**config.mk**
```make
export PLATFORM = sky130hd
export DESIGN_NAME = lane_reorder_fsm_flat
export DESIGN_NICKNAME = d
export VERILOG_FILES = /design/src/rtl/lane_reorder_if.sv /design/src/rtl/lane_reorder_fsm.sv /design/src/flat_wrapper.sv
export SDC_FILE = /design/constraint.sdc
export NUM_CORES = 1
export LEC_CHECK = 0
export BUFFER_PORTS_ARGS = -buffer_cell sky130_fd_sc_hd__buf_2
export CORE_ASPECT_RATIO = 0.8
export CORE_MARGIN = 4
export CORE_UTILIZATION = 30
export CTS_CLUSTER_DIAMETER = 40
export CTS_CLUSTER_SIZE = 10
export DETAILED_ROUTE_END_ITERATION = 8
export PLACE_DENSITY = 0.51
export SYNTH_ARGS = -nofsm -noshare
export SYNTH_HDL_FRONTEND = slang
export SYNTH_SLANG_ARGS = --single-unit
```
**constraint.sdc**
```tcl
create_clock -name i_clock -period 7.19 [get_ports i_clock]
set_input_delay 0.3595 -clock i_clock [delete_from_list [all_inputs] [get_ports i_clock]]
set_output_delay 0.3595 -clock i_clock [all_outputs]
set_load 0.005 [all_outputs]
```
**src/rtl/lane_reorder_if.sv**
```systemverilog
// Lane reorder control/status bundle: ID capture inputs and reorder map outputs.
interface lane_reorder_if #(
  parameter int unsigned N_LANES = 20,
  parameter int unsigned NB_ID   = $clog2(N_LANES)
);

  logic                       i_reset_order;
  logic                       i_enable;
  logic                       i_valid;
  logic                       i_deskew_done;
  logic [N_LANES*NB_ID-1:0]   i_logical_rx_ID;
  logic [N_LANES*NB_ID-1:0]   o_reorder_mux_selector;
  logic                       o_update_selectors;
  logic                       o_locked;
  logic                       o_id_error;
  logic [N_LANES-1:0]         o_missing_lanes;
  logic                       o_fail;

  // Source of the receive-side controls and sink of the reorder map.
  modport master (
    output i_reset_order, i_enable, i_valid, i_deskew_done, i_logical_rx_ID,
    input  o_reorder_mux_selector, o_update_selectors, o_locked, o_id_error,
           o_missing_lanes, o_fail
  );

  // Reorder controller side.
  modport slave (
    input  i_reset_order, i_enable, i_valid, i_deskew_done, i_logical_rx_ID,
    output o_reorder_mux_selector, o_update_selectors, o_locked, o_id_error,
           o_missing_lanes, o_fail
  );

endinterface

```
**src/rtl/lane_reorder_fsm.sv**
```systemverilog
// Lane reorder controller: learns the logical-to-physical lane map one lane per
// qualifying cycle, validates it, and publishes it once the map is complete and clean.
module lane_reorder_fsm #(
  parameter int unsigned N_LANES   = 20,
  parameter int unsigned NB_ID     = $clog2(N_LANES),
  parameter int unsigned MAX_RETRY = 3
) (
  input  logic         i_clock,
  input  logic         i_reset,
  lane_reorder_if.slave bus
);

  localparam int unsigned NB_CNT = $clog2(N_LANES + 1);
  localparam int unsigned NB_RTY = $clog2(MAX_RETRY + 1);
  localparam int unsigned NB_SEL = N_LANES * NB_ID;

  typedef enum logic [2:0] {
    IDLE,
    COLLECT,
    CHECK,
    LOCKED,
    FAIL
  } state_t;

  // Identity map: field j (MSB field first) selects physical lane j.
  function automatic logic [NB_SEL-1:0] ident_map();
    logic [NB_SEL-1:0] v;
    v = '0;
    for (int j = 0; j < N_LANES; j++) begin
      v[(N_LANES-1-j)*NB_ID +: NB_ID] = NB_ID'(j);
    end
    return v;
  endfunction

  localparam logic [NB_SEL-1:0] IDENT = ident_map();

  state_t              state_q, state_n;
  logic [NB_CNT-1:0]   cnt_q, cnt_n;
  logic [NB_RTY-1:0]   rty_q, rty_n;
  logic [NB_ID-1:0]    map_q [N_LANES];
  logic [NB_ID-1:0]    map_n [N_LANES];
  logic [N_LANES-1:0]  pres_q, pres_n;
  logic                err_q, err_n;
  logic                err_last_q, err_last_n;
  logic [N_LANES-1:0]  miss_q, miss_n;
  logic                upd_n;
  logic                clr;

  logic [NB_ID-1:0]    cur_id;
  logic                id_ok;
  logic                qual;
  logic [NB_SEL-1:0]   map_sel;

  logic [NB_SEL-1:0]   sel_q;
  logic                upd_q;
  logic                locked_q;
  logic                id_err_q;
  logic                fail_q;

  assign qual  = bus.i_enable & bus.i_valid;
  assign id_ok = 32'(cur_id) < N_LANES;

  // Pick the received ID of the physical lane addressed by the collect counter.
  always_comb begin
    cur_id = '0;
    for (int k = 0; k < N_LANES; k++) begin
      if (cnt_q == NB_CNT'(k)) begin
        cur_id = bus.i_logical_rx_ID[(N_LANES-1-k)*NB_ID +: NB_ID];
      end
    end
  end

  // Pack the next map into selector layout (logical lane 0 in the MSB field).
  always_comb begin
    map_sel = '0;
    for (int k = 0; k < N_LANES; k++) begin
      map_sel[(N_LANES-1-k)*NB_ID +: NB_ID] = map_n[k];
    end
  end

  // Next-state and datapath update; restart and deskew loss override normal flow.
  always_comb begin
    state_n    = state_q;
    cnt_n      = cnt_q;
    rty_n      = rty_q;
    map_n      = map_q;
    pres_n     = pres_q;
    err_n      = err_q;
    err_last_n = err_last_q;
    miss_n     = miss_q;
    upd_n      = 1'b0;
    clr        = 1'b0;

    case (state_q)
      IDLE: begin
        clr   = 1'b1;
        rty_n = '0;
        if (bus.i_deskew_done) begin
          state_n = COLLECT;
        end
      end

      COLLECT: begin
        if (!bus.i_deskew_done) begin
          state_n = IDLE;
          clr     = 1'b1;
          rty_n   = '0;
        end else if (qual) begin
          cnt_n = cnt_q + NB_CNT'(1);
          if (id_ok) begin
            if (pres_q[cur_id]) begin
              err_n = 1'b1;
            end
            map_n[cur_id]  = NB_ID'(cnt_q);
            pres_n[cur_id] = 1'b1;
          end else begin
            err_n = 1'b1;
          end
          if (cnt_q == NB_CNT'(N_LANES - 1)) begin
            state_n = CHECK;
          end
        end
      end

      CHECK: begin
        if (!bus.i_deskew_done) begin
          state_n = IDLE;
          clr     = 1'b1;
          rty_n   = '0;
        end else begin
          // Diagnostics of this pass stay visible until the next CHECK.
          err_last_n = err_q;
          miss_n     = ~pres_q;
          if (!err_q && (&pres_q)) begin
            state_n = LOCKED;
            upd_n   = 1'b1;
          end else begin
            rty_n = rty_q + NB_RTY'(1);
            if ((32'(rty_q) + 32'd1) >= MAX_RETRY) begin
              state_n = FAIL;
            end else begin
              state_n = COLLECT;
              cnt_n   = '0;
              map_n   = '{default: '0};
              pres_n  = '0;
              err_n   = 1'b0;
            end
          end
        end
      end

      LOCKED: begin
        if (!bus.i_deskew_done) begin
          state_n = IDLE;
          clr     = 1'b1;
          rty_n   = '0;
        end
      end

      FAIL: begin
        state_n = FAIL;
      end

      default: begin
        state_n = IDLE;
        clr     = 1'b1;
        rty_n   = '0;
      end
    endcase

    if (bus.i_reset_order) begin
      state_n = IDLE;
      clr     = 1'b1;
      rty_n   = '0;
      upd_n   = 1'b0;
    end

    if (clr) begin
      cnt_n      = '0;
      map_n      = '{default: '0};
      pres_n     = '0;
      err_n      = 1'b0;
      err_last_n = 1'b0;
      miss_n     = '0;
    end
  end

  // State and datapath registers.
  always_ff @(posedge i_clock or posedge i_reset) begin
    if (i_reset) begin
      state_q    <= IDLE;
      cnt_q      <= '0;
      rty_q      <= '0;
      map_q      <= '{default: '0};
      pres_q     <= '0;
      err_q      <= 1'b0;
      err_last_q <= 1'b0;
      miss_q     <= '0;
    end else begin
      state_q    <= state_n;
      cnt_q      <= cnt_n;
      rty_q      <= rty_n;
      map_q      <= map_n;
      pres_q     <= pres_n;
      err_q      <= err_n;
      err_last_q <= err_last_n;
      miss_q     <= miss_n;
    end
  end

  // Registered outputs, derived from next state so they line up with the state register.
  always_ff @(posedge i_clock or posedge i_reset) begin
    if (i_reset) begin
      sel_q    <= IDENT;
      upd_q    <= 1'b0;
      locked_q <= 1'b0;
      id_err_q <= 1'b0;
      fail_q   <= 1'b0;
    end else begin
      sel_q    <= (state_n == LOCKED) ? map_sel : IDENT;
      upd_q    <= upd_n;
      locked_q <= (state_n == LOCKED);
      id_err_q <= err_n | err_last_n;
      fail_q   <= (state_n == FAIL);
    end
  end

  assign bus.o_reorder_mux_selector = sel_q;
  assign bus.o_update_selectors     = upd_q;
  assign bus.o_locked               = locked_q;
  assign bus.o_id_error             = id_err_q;
  assign bus.o_missing_lanes        = miss_q;
  assign bus.o_fail                 = fail_q;

endmodule
```
**src/flat_wrapper.sv**
```systemverilog
// flat-port wrapper written by rule: the top's interface ports become plain ports
module lane_reorder_fsm_flat 
#(
  parameter int unsigned N_LANES   = 20,
  parameter int unsigned NB_ID     = $clog2(N_LANES),
  parameter int unsigned MAX_RETRY = 3
)
  (i_clock, i_reset, bus_i_reset_order, bus_i_enable, bus_i_valid, bus_i_deskew_done, bus_i_logical_rx_ID, bus_o_reorder_mux_selector, bus_o_update_selectors, bus_o_locked, bus_o_id_error, bus_o_missing_lanes, bus_o_fail);
  lane_reorder_if #(.N_LANES(N_LANES), .NB_ID(NB_ID)) bus_i ();
  input  logic i_clock;
  input  logic i_reset;
  input wire logic [$bits(bus_i.i_reset_order)-1:0] bus_i_reset_order;
  input wire logic [$bits(bus_i.i_enable)-1:0] bus_i_enable;
  input wire logic [$bits(bus_i.i_valid)-1:0] bus_i_valid;
  input wire logic [$bits(bus_i.i_deskew_done)-1:0] bus_i_deskew_done;
  input wire logic [$bits(bus_i.i_logical_rx_ID)-1:0] bus_i_logical_rx_ID;
  output wire logic [$bits(bus_i.o_reorder_mux_selector)-1:0] bus_o_reorder_mux_selector;
  output wire logic [$bits(bus_i.o_update_selectors)-1:0] bus_o_update_selectors;
  output wire logic [$bits(bus_i.o_locked)-1:0] bus_o_locked;
  output wire logic [$bits(bus_i.o_id_error)-1:0] bus_o_id_error;
  output wire logic [$bits(bus_i.o_missing_lanes)-1:0] bus_o_missing_lanes;
  output wire logic [$bits(bus_i.o_fail)-1:0] bus_o_fail;
  assign bus_i.i_reset_order = bus_i_reset_order;
  assign bus_i.i_enable = bus_i_enable;
  assign bus_i.i_valid = bus_i_valid;
  assign bus_i.i_deskew_done = bus_i_deskew_done;
  assign bus_i.i_logical_rx_ID = bus_i_logical_rx_ID;
  assign bus_o_reorder_mux_selector = bus_i.o_reorder_mux_selector;
  assign bus_o_update_selectors = bus_i.o_update_selectors;
  assign bus_o_locked = bus_i.o_locked;
  assign bus_o_id_error = bus_i.o_id_error;
  assign bus_o_missing_lanes = bus_i.o_missing_lanes;
  assign bus_o_fail = bus_i.o_fail;
  lane_reorder_fsm #(.N_LANES(N_LANES), .NB_ID(NB_ID), .MAX_RETRY(MAX_RETRY)) u_core (.i_clock(i_clock), .i_reset(i_reset), .bus(bus_i));
endmodule
```
* Word-level counts from Yosys, hierarchy flattened
Cells that the tools add are included.
** Storage, ports and cells
- Register bits after elaboration :: 256
- Input port bits :: 106
- Output and inout bits :: 124
** Cells by class
- $add $sub $neg :: 3
- $lt $le $gt $ge :: 6
- Equal/unequal tests :: 34
- Muxes and demuxes :: 88
- Bitwise gates (word level) :: 5
- Reductions and logical operators :: 16
** Operators with widths (number)
- $mux 100 :: 8
- $mux 20 :: 10
- $pmux 100 s2 :: 1
- $mux 5 :: 27
- $bwmux 100 :: 1
- $eq 5x4->1 const B :: 8
- $pmux 20 s2 :: 1
- $ge 32x2->1 const B :: 1
- $mux 3 :: 9
- $demux 5 s5 :: 1
- $eq 5x3->1 const B :: 4
- $eq 5x5->1 const B :: 4
- $not 20->20 :: 1
- $or 20x20->20 :: 1
- $reduce_and 20->1 :: 1
- $mux 1 :: 19
- $pmux 3 s5 :: 1
- $ne 3x2->1 const B :: 4
- $eq 5x2->1 const B :: 2
- $pmux 5 s2 :: 1
- $eq 3x2->1 const B :: 3
- $mux 2 :: 4
- $reduce_and 7->1 :: 1
- $eq 3x3->1 const B :: 2
- other kinds (32) :: 37

* Depth between registers and ports, before layout
Gate-level depths: netlist of the first run.
- Depth after elaboration :: 33
- Mapped depth :: 20
- Mapped depth without buffers :: 13

* Least setup slack after synthesis of the first run
OpenSTA, ideal clock, no wires.
- Kind :: register to register
- Start point :: register u_core.cnt_q[2]
- End point :: register u_core.sel_q[51], in the netlist u_core.bus.o_reorder_mux_selector[51]
- Setup time :: 0.119 ns
- Arrival time :: 3.703 ns
- Data required time :: 7.071 ns
- Setup slack :: 3.368 ns
- Stages on the path, launching flop included :: 19
- Path buffers :: 7
- Clock period less this slack :: 3.822 ns
- Cell sequence :: dfrtp_1 -> buf_6 -> buf_6 -> buf_6 -> buf_4 -> clkbuf_1 -> and3_1 -> ha_1 -> buf_2 -> nor3_2 -> a221o_1 -> a32o_1 -> a21oi_2 -> a31oi_4 -> buf_6 -> o41ai_2 -> nand2_1 -> a22o_1 -> and2_1
** On the way
- Word-level cells in the longest chain between the ends :: 33
- Elaborated cells between the ends (all ways) :: 60
- Classes of those cells :: 3 x order compare; 20 x eq/ne; 34 x mux; 1 x bitwise; 2 x reduce/logical
** RTL lines
- from (decl) :: RTL line lane_reorder_fsm.sv:38 : logic [NB_CNT-1:0] cnt_q, cnt_n;
- from (signal assigned) :: RTL line lane_reorder_fsm.sv:201 : cnt_q <= cnt_n;
- $logic_not 5->1 :: RTL line lane_reorder_fsm.sv:67 : if (cnt_q == NB_CNT'(k)) begin
- $mux 5 (20 in series) :: RTL line lane_reorder_fsm.sv:67
- $not 5->6 (not written as such) :: RTL line lane_reorder_fsm.sv:114 : map_n[cur_id] = NB_ID'(cnt_q);
- $ge 6x6->1 (not written as such) / $lt 6x1->1 (equally long branches) :: RTL line lane_reorder_fsm.sv:114
- $logic_and 1x1->1 (not written as such) :: RTL line lane_reorder_fsm.sv:114
- $mux 5 (not written as such) :: RTL line lane_reorder_fsm.sv:114
- $demux 5 s5 :: RTL line lane_reorder_fsm.sv:114
- $bwmux 100 :: RTL line lane_reorder_fsm.sv:114
- $mux 100 :: RTL line lane_reorder_fsm.sv:110 : if (id_ok) begin
- $mux 100 :: RTL line lane_reorder_fsm.sv:108 : end else if (qual) begin
- $mux 100 :: RTL line lane_reorder_fsm.sv:104 : if (!bus.i_deskew_done) begin
- $pmux 100 s2 :: RTL line lane_reorder_fsm.sv:94 : case (state_q)
- $mux 100 :: RTL line lane_reorder_fsm.sv:178 : if (clr) begin
- $mux 100 * :: RTL line lane_reorder_fsm.sv:220 : sel_q <= (state_n == LOCKED) ? map_sel : IDENT;
- to (signal assigned) :: RTL line lane_reorder_fsm.sv:220
- to (decl) :: RTL line lane_reorder_fsm.sv:54 : logic [NB_SEL-1:0] sel_q;
Mark *: on every way between the ends. The rest lies on a longest branch, timed or not.
A chain may end at the register's enable or synchronous reset.

==> summary.txt, run 1 <==
Outcome
  – Outcome: completed

Pwr
  – Tot Pwr: 3310 µW
  – Clk pwr share: 51.7%
  – LEAKAGE: 0.00670 µW
  – VDD IR-drop max: 0.000137 V
  – Internal Power: 2540 µW
  – Flop pwr share: 43.6%
  – Comb power frac: 4.7%
  – Pwr/cell area: 224 nW/µm²
  – Switching share of power: 23.2%
  – Sw power: 770 µW

Run
  – Max-Cap Viols: 0

Logic synthesis
  – Top post-synthesis cells by area: dfrtp_1 (45%), dfstp_2 (8.7%), nor2_1 (4.9%)
  – Sequential-to-total area share from yosys stat: 53.6%
  – Post-synth top flop: dfrtp_1
  – EDFF count, synth: 0
  – Post-synthesis cell type count: 92
  – Async S/R FF share, synth: 100%
  – Largest area contributor in the netlist: dfrtp_1
  – Synth warn: 0
  – Yosys reg bits: 256
  – Cells after Synth: 1163
  – Avg Inst Size Synth: 10.4 µm²
  – Synthesized Nets: 1276
  – Cell Area, Synth: 12000 µm²
  – Synth top area share: 44.9%

Critical path
  – Most used cell, CP: ha_1
  – Worst path top cell family by delay: compound AO/OA/AOI/OAI gates
  – Worst path required time: 7.58 ns
  – CP Launch Type: register
  – Critical path peak fanout: 25
  – Crit Path Category: reg -> reg
  – Worst Path Arrival: 5.48 ns
  – Number of cells on the worst reg-to-reg path: 13
  – Worst Path Buf+Inv: 1
  – Crit path depth: 13
  – Cell breakdown of the critical path: ha_1, buf_4, and3_1, ha_1, nor3_2, a221o_1, a32o_1, a21oi_2, a31o_1, nand2_1, o21ai_0, a21oi_1, a22o_1
  – Slowest CP cell: dfrtp_1
  – Crit-path max cell delay: 0.78 ns
  – CP Capture Type: register

Timing
  – Min cycle time layout: 5.09 ns
  – Post-Route Skew: 0.0179 ns
  – # setup viols final: 0
  – Hold Vio Cnt, Final: 0
  – Final worst path period share: 70.7%
  – RSZ-0062 raised after global routing: no
  – Max frequency: 197 MHz
  – Slew @ Worst Pin: 1.24 ns
  – Final TNS setup: 0 ns
  – Fin. max-slew vios: 0
  – Relative slew slack: 17.4%

Floorplan
  – Die Wd: 232 µm
  – Initial Util: 30.5%
  – Row cnt: 65
  – I/O pin count: 230
  – Total Die Area: 43400 µm²
  – Die Height: 187 µm
  – Core Region: 39500 µm²

Drt
  – Residual DRC: 0
  – First-pass DRT Iterations: 5
  – Routed vias: 10200
  – Routed vias/inst: 5.29
  – DR WL/cell: 20.9 µm
  – Antenna violation net count after detailed routing: 0
  – Routed wire length: 40.4 mm
  – Initial DRC Count: 884

Clocking
  – Clk_lat worst skew: 0.52 ns
  – TritonCTS Buffers: 37
  – Root Driver: clkbuf_16
  – CTS tree: done
  – CTS Sinks: 256
  – Worst-path clk slew: 0.05 ns
  – Post-CTS setup buffer count: 0
  – Post_cts resized: 0
  – H-tree lvl count: 2
  – Cts hold-fix bufs: 0
  – Longest Clk Path Bufs: 3

Finish
  – Commonest cells after routing, fill and taps aside: buf_2 (229), dfrtp_1 (216), nor2_1 (157)
  – Register area: 6460 µm²
  – Multi-input gate area: 5080 µm²
  – Layout cell share with drive strength beyond 1: 29.3%
  – Fill count: 4025
  – Area added between synthesis and finish: 22.7%
  – Most common cell after layout, fill and taps aside: buf_2
  – NumNets Final: 1477

Global routing
  – First-pass GRT wire length: 62.6 mm
  – Vias in the first global route: 10200
  – Pin count of the biggest net entering global routing: 193
  – Total GRT Usage: 18.2%
  – GRT overflow: 0
  – Initial antenna violation count: 3

Min path
  – Hold Crit Class: in -> async

Placement
  – Quantity of I/O buffers inserted on ports: 229
  – Final Wtd Congestion: 0.914
  – Post-detail-place hpwl: 28.2 mm
area by class of cell:
class,count,share of cell area (%)
Inverter,20,0.534
Clock buffer,52,7.07
Clock inverter,14,0.805
Sequential cell,256,43.7
Multi-Input combinational cell,799,34.4
Tap cell,536,4.54
Antenna cell,3,0.0508
Timing Repair Buffer,250,8.91
stage by stage:
stage	hold WS, ns	utilization [%]	std cells	cell area [µm²]	worst slack, ns
final	0.0962	37.4	1930	14800	2.10
after global routing	0.140	37.4	1930	14800	1.80
after CTS	0.112	37.4	1927	14800	2.13
after detailed placement	0.473	34.4	1861	13600	2.13
after global placement	0.468	34.4	1861	13600	2.22
after floorplan	0.444	-	1163	12000	3.37
synth_stat cells (all sizes together) (10+ instances only):
cell type,number
nor4,14
nor2,158
a21o,22
nand2b,10
inv,20
dfstp,40
a21oi,66
and2,25
a22oi,40
and3,43
nand3,26
nor3,29
dfrtp,216
clkbuf,48
buf,40
o21ai,66
nand2,69
a22o,47
or2,13
a31oi,24
per-layer routing:
layer / GRT usage (%) / up-vias / part of all wire [%]
met3: 3.79 / 60 / 6.8
met2: 26.4 / 352 / 43
met1: 27.5 / 5131 / 48
met4: 4.76 / 0 / 2.1
met5: 0 / - / 0
li1: - / 4671 / -
state kept, by name, indices dropped and copies added (netlist names):
register / flops
u_core.state_q: 3
u_core.err_q: 1
u_core.rty_q: 2
u_core.bus.o_id_error: 1
u_core.bus.o_missing_lanes: 20
u_core.bus.o_reorder_mux_selector: 100
u_core.bus.o_update_selectors: 1
u_core.bus.o_fail: 1
u_core.map_q: 100
u_core.pres_q: 20
u_core.err_last_q: 1
u_core.bus.o_locked: 1
u_core.cnt_q: 5
cell families (layout without fill, tap and decap cells):
logic type | count (synthesis) | count (layout) | synth area share [%]
multiplexers | 7 | 7 | 0.592
flip-flops | 256 | 256 | 53.6
AO/OA/AOI/OAI | 356 | 356 | 21.6
buffers and inverters | 108 | 336 | 4.30
AND/OR/NAND/NOR | 429 | 429 | 19.2
adder cells (fa/ha/maj) | 7 | 7 | 0.727
other | 0 | 3 | 0
worst register-to-register path, delay by kind of cell (launching register included):
family                     cells  cell delay [ns]
buffers and inverters          1             0.27
adders and majority gates      2             0.65
and+or+nand+nor                3             0.83
DFF                            1             0.78
AOI/OAI and AO/OA              7             2.45
final timing paths:
| check | from | end | slack [ns] |
|---|---|---|---|
| max | u_core.cnt_q[0] | u_core.map_q[93] | 2.10 |
| min | i_reset | u_core.bus.o_reorder_mux_selector[36] | 0.1 |
| max reg2reg | u_core.cnt_q[0] | u_core.map_q[93] | 2.10 |
| min reg2reg | u_core.map_q[7] | u_core.map_q[7] | 0.49 |
| max in group asynchronous | i_reset | u_core.bus.o_reorder_mux_selector[79] | 5.44 |
| min in group i_clock | bus_i_reset_order | u_core.rty_q[0] | 0.14 |
power groups by stage:
stage | logic [µW] | clock network (µW) | registers (µW)
after detailed placement | 156 | 0 | 1470
after CTS | 157 | 1750 | 1440
after global placement | 156 | 0 | 1470
after global routing | 172 | 1820 | 1440
after floorplan | 88.4 | 0 | 1470
final | 156 | 1710 | 1440
(Power assumes the default switching activity.)
==> inputs of run 2 (changes only) <==
==> constraint.sdc (replaced) <==
create_clock -name i_clock -period 4.2 [get_ports i_clock]
set_input_delay 0.21 -clock i_clock [delete_from_list [all_inputs] [get_ports i_clock]]
set_output_delay 0.21 -clock i_clock [all_outputs]
set_load 0.005 [all_outputs]
==> summary.txt, run 2 (synthesized netlist as in run 1, its figures left out) <==
Floorplan
  – Die Wd: 232 µm
  – Initial Util: 30.5%
  – Row cnt: 65
  – I/O pin count: 230
  – Total Die Area: 43400 µm²
  – Die Height: 187 µm
  – Core Region: 39500 µm²

Drt
  – Antenna violation net count after detailed routing: 0
  – First-pass DRT Iterations: 7
  – DR WL/cell: 21.1 µm
  – Residual DRC: 0
  – Routed vias/inst: 5.28
  – Top sig layer: met4
  – Met1 Wirelength: 20.2 mm
  – Length of routed met3 wiring: 2.51 mm
  – DR WL met2: 18.1 mm
  – Initial DRC Count: 841
  – Routed wire length: 41.4 mm
  – Routed vias: 10400

Finish
  – Layout cell share with drive strength beyond 1: 30.5%
  – Most common cell after layout, fill and taps aside: buf_2
  – Register area: 6460 µm²
  – Fill count: 4005
  – Commonest cells after routing, fill and taps aside: buf_2 (229), dfrtp_1 (216), nor2_1 (157)
  – NumNets Final: 1513
  – Multi-input gate area: 5080 µm²
  – Area added between synthesis and finish: 24.9%
  – Utilization of the core after routing: 38.1%

Timing
  – Min cycle time layout: 3.91 ns
  – RSZ-0062 raised after global routing: no
  – Post-Route Skew: 0.0146 ns
  – Relative slew slack: 43.7%
  – Final TNS setup: 0 ns
  – Final worst path period share: 93.2%
  – Max frequency: 255 MHz
  – # setup viols final: 0
  – Hold Vio Cnt, Final: 0
  – Fin. max-slew vios: 0
  – Slew @ Worst Pin: 0.843 ns

Global routing
  – GRT overflow: 0
  – Initial antenna violation count: 2
  – Vias in the first global route: 10400
  – First-pass GRT wire length: 63.8 mm
  – Total GRT Usage: 18.7%
  – Pin count of the biggest net entering global routing: 127

Clocking
  – Root Driver: clkbuf_16
  – TritonCTS Buffers: 35
  – Post_cts resized: 0
  – CTS Sinks: 256
  – Worst-path clk slew: 0.06 ns
  – H-tree lvl count: 2
  – Clk_lat worst skew: 0.51 ns
  – Longest Clk Path Bufs: 3
  – CTS tree: done

Critical path
  – Worst path top cell family by delay: compound AO/OA/AOI/OAI gates
  – Crit Path Category: reg -> reg
  – Most used cell, CP: nor3_2
  – Worst Path Arrival: 4.33 ns
  – CP Capture Type: register
  – Critical path peak fanout: 14
  – CP Launch Type: register
  – Crit-path max cell delay: 0.61 ns
  – Worst Path Buf+Inv: 0
  – Slowest CP cell: dfrtp_1
  – Worst path required time: 4.62 ns
  – Cell breakdown of the critical path: and3_1, ha_1, nor3_2, a221o_1, a32o_1, a21oi_2, a31o_1, nand3_1, nor3_2, a22oi_1, o21ai_0

Outcome
  – Outcome: completed

Placement
  – Post-detail-place hpwl: 29.9 mm
  – Final Wtd Congestion: 0.897
  – Quantity of I/O buffers inserted on ports: 229

Min path
  – Hold Crit Class: in -> reg

Pwr
  – Pwr/cell area: 374 nW/µm²
  – VDD IR-drop max: 0.000183 V
  – LEAKAGE: 0.00687 µW

Run
  – Max-Cap Viols: 0
-- run 2: where the power goes --
part	total [µW]	internal (µW)	switching (µW)
logic	286	87.9	198
registers	2470	2470	1.40
clock network	2860	1800	1060
total	5620	4360	1260
-- run 2: area by class of cell --
class | count | share of cell area [%]
Antenna cell | 1 | 0.0166
Timing Repair Buffer | 288 | 10.8
Clock inverter | 7 | 0.641
Inverter | 20 | 0.524
Clock buffer | 55 | 6.80
Multi-Input combinational cell | 799 | 33.8
Tap cell | 536 | 4.46
Sequential cell | 256 | 42.9
-- run 2: through the flow --
stage / hold slack, ns / cell area [µm²] / worst slack (ns) / instances / total power (µW)
floorplan: 0.444 / 12000 / 0.378 / 1163 / 2670
global placement: 0.422 / 13900 / 0.398 / 1897 / 2800
detailed placement: 0.418 / 13900 / 0.353 / 1897 / 2800
CTS: 0.147 / 15000 / 0.291 / 1961 / 5700
global route: 0.206 / 15000 / 0.0290 / 1962 / 5840
finish: 0.165 / 15000 / 0.285 / 1962 / 5620
-- run 2: worst min-delay path: stages --
cell	delay (ns)
buf_2	0.17
a21oi_1	0.12
o2bb2ai_1	0.13
-- run 2: path summary, 6_finish.rpt --
check                             startpoint  slack (ns)  depth (start not counted)                               endpoint
max                          u_core.cnt_q[3]        0.29                         11  u_core.bus.o_reorder_mux_selector[21]
min                        bus_i_deskew_done        0.17                          3                        u_core.cnt_q[4]
max reg2reg                  u_core.cnt_q[3]        0.29                         11  u_core.bus.o_reorder_mux_selector[21]
min reg2reg                  u_core.map_q[8]        0.48                          1                        u_core.map_q[8]
max in group asynchronous            i_reset        2.66                          4                        u_core.rty_q[0]
min in group asynchronous            i_reset        0.42                          3  u_core.bus.o_reorder_mux_selector[84]
-- run 2: what timing repair did --
action | in CTS | in global routing
setup buffers | 0 | 0
hold endpoints to repair | 32 | 0
endpoints found under the setup margin | 0 | 0
hold buffers | 2 | 0
-- run 2: per-layer routing --
metal / global-route usage (%) / up-vias
li1: - / 4736
met1: 28.6 / 5215
met2: 27.6 / 354
met3: 3.55 / 54
met4: 3.75 / 0
met5: 0 / -
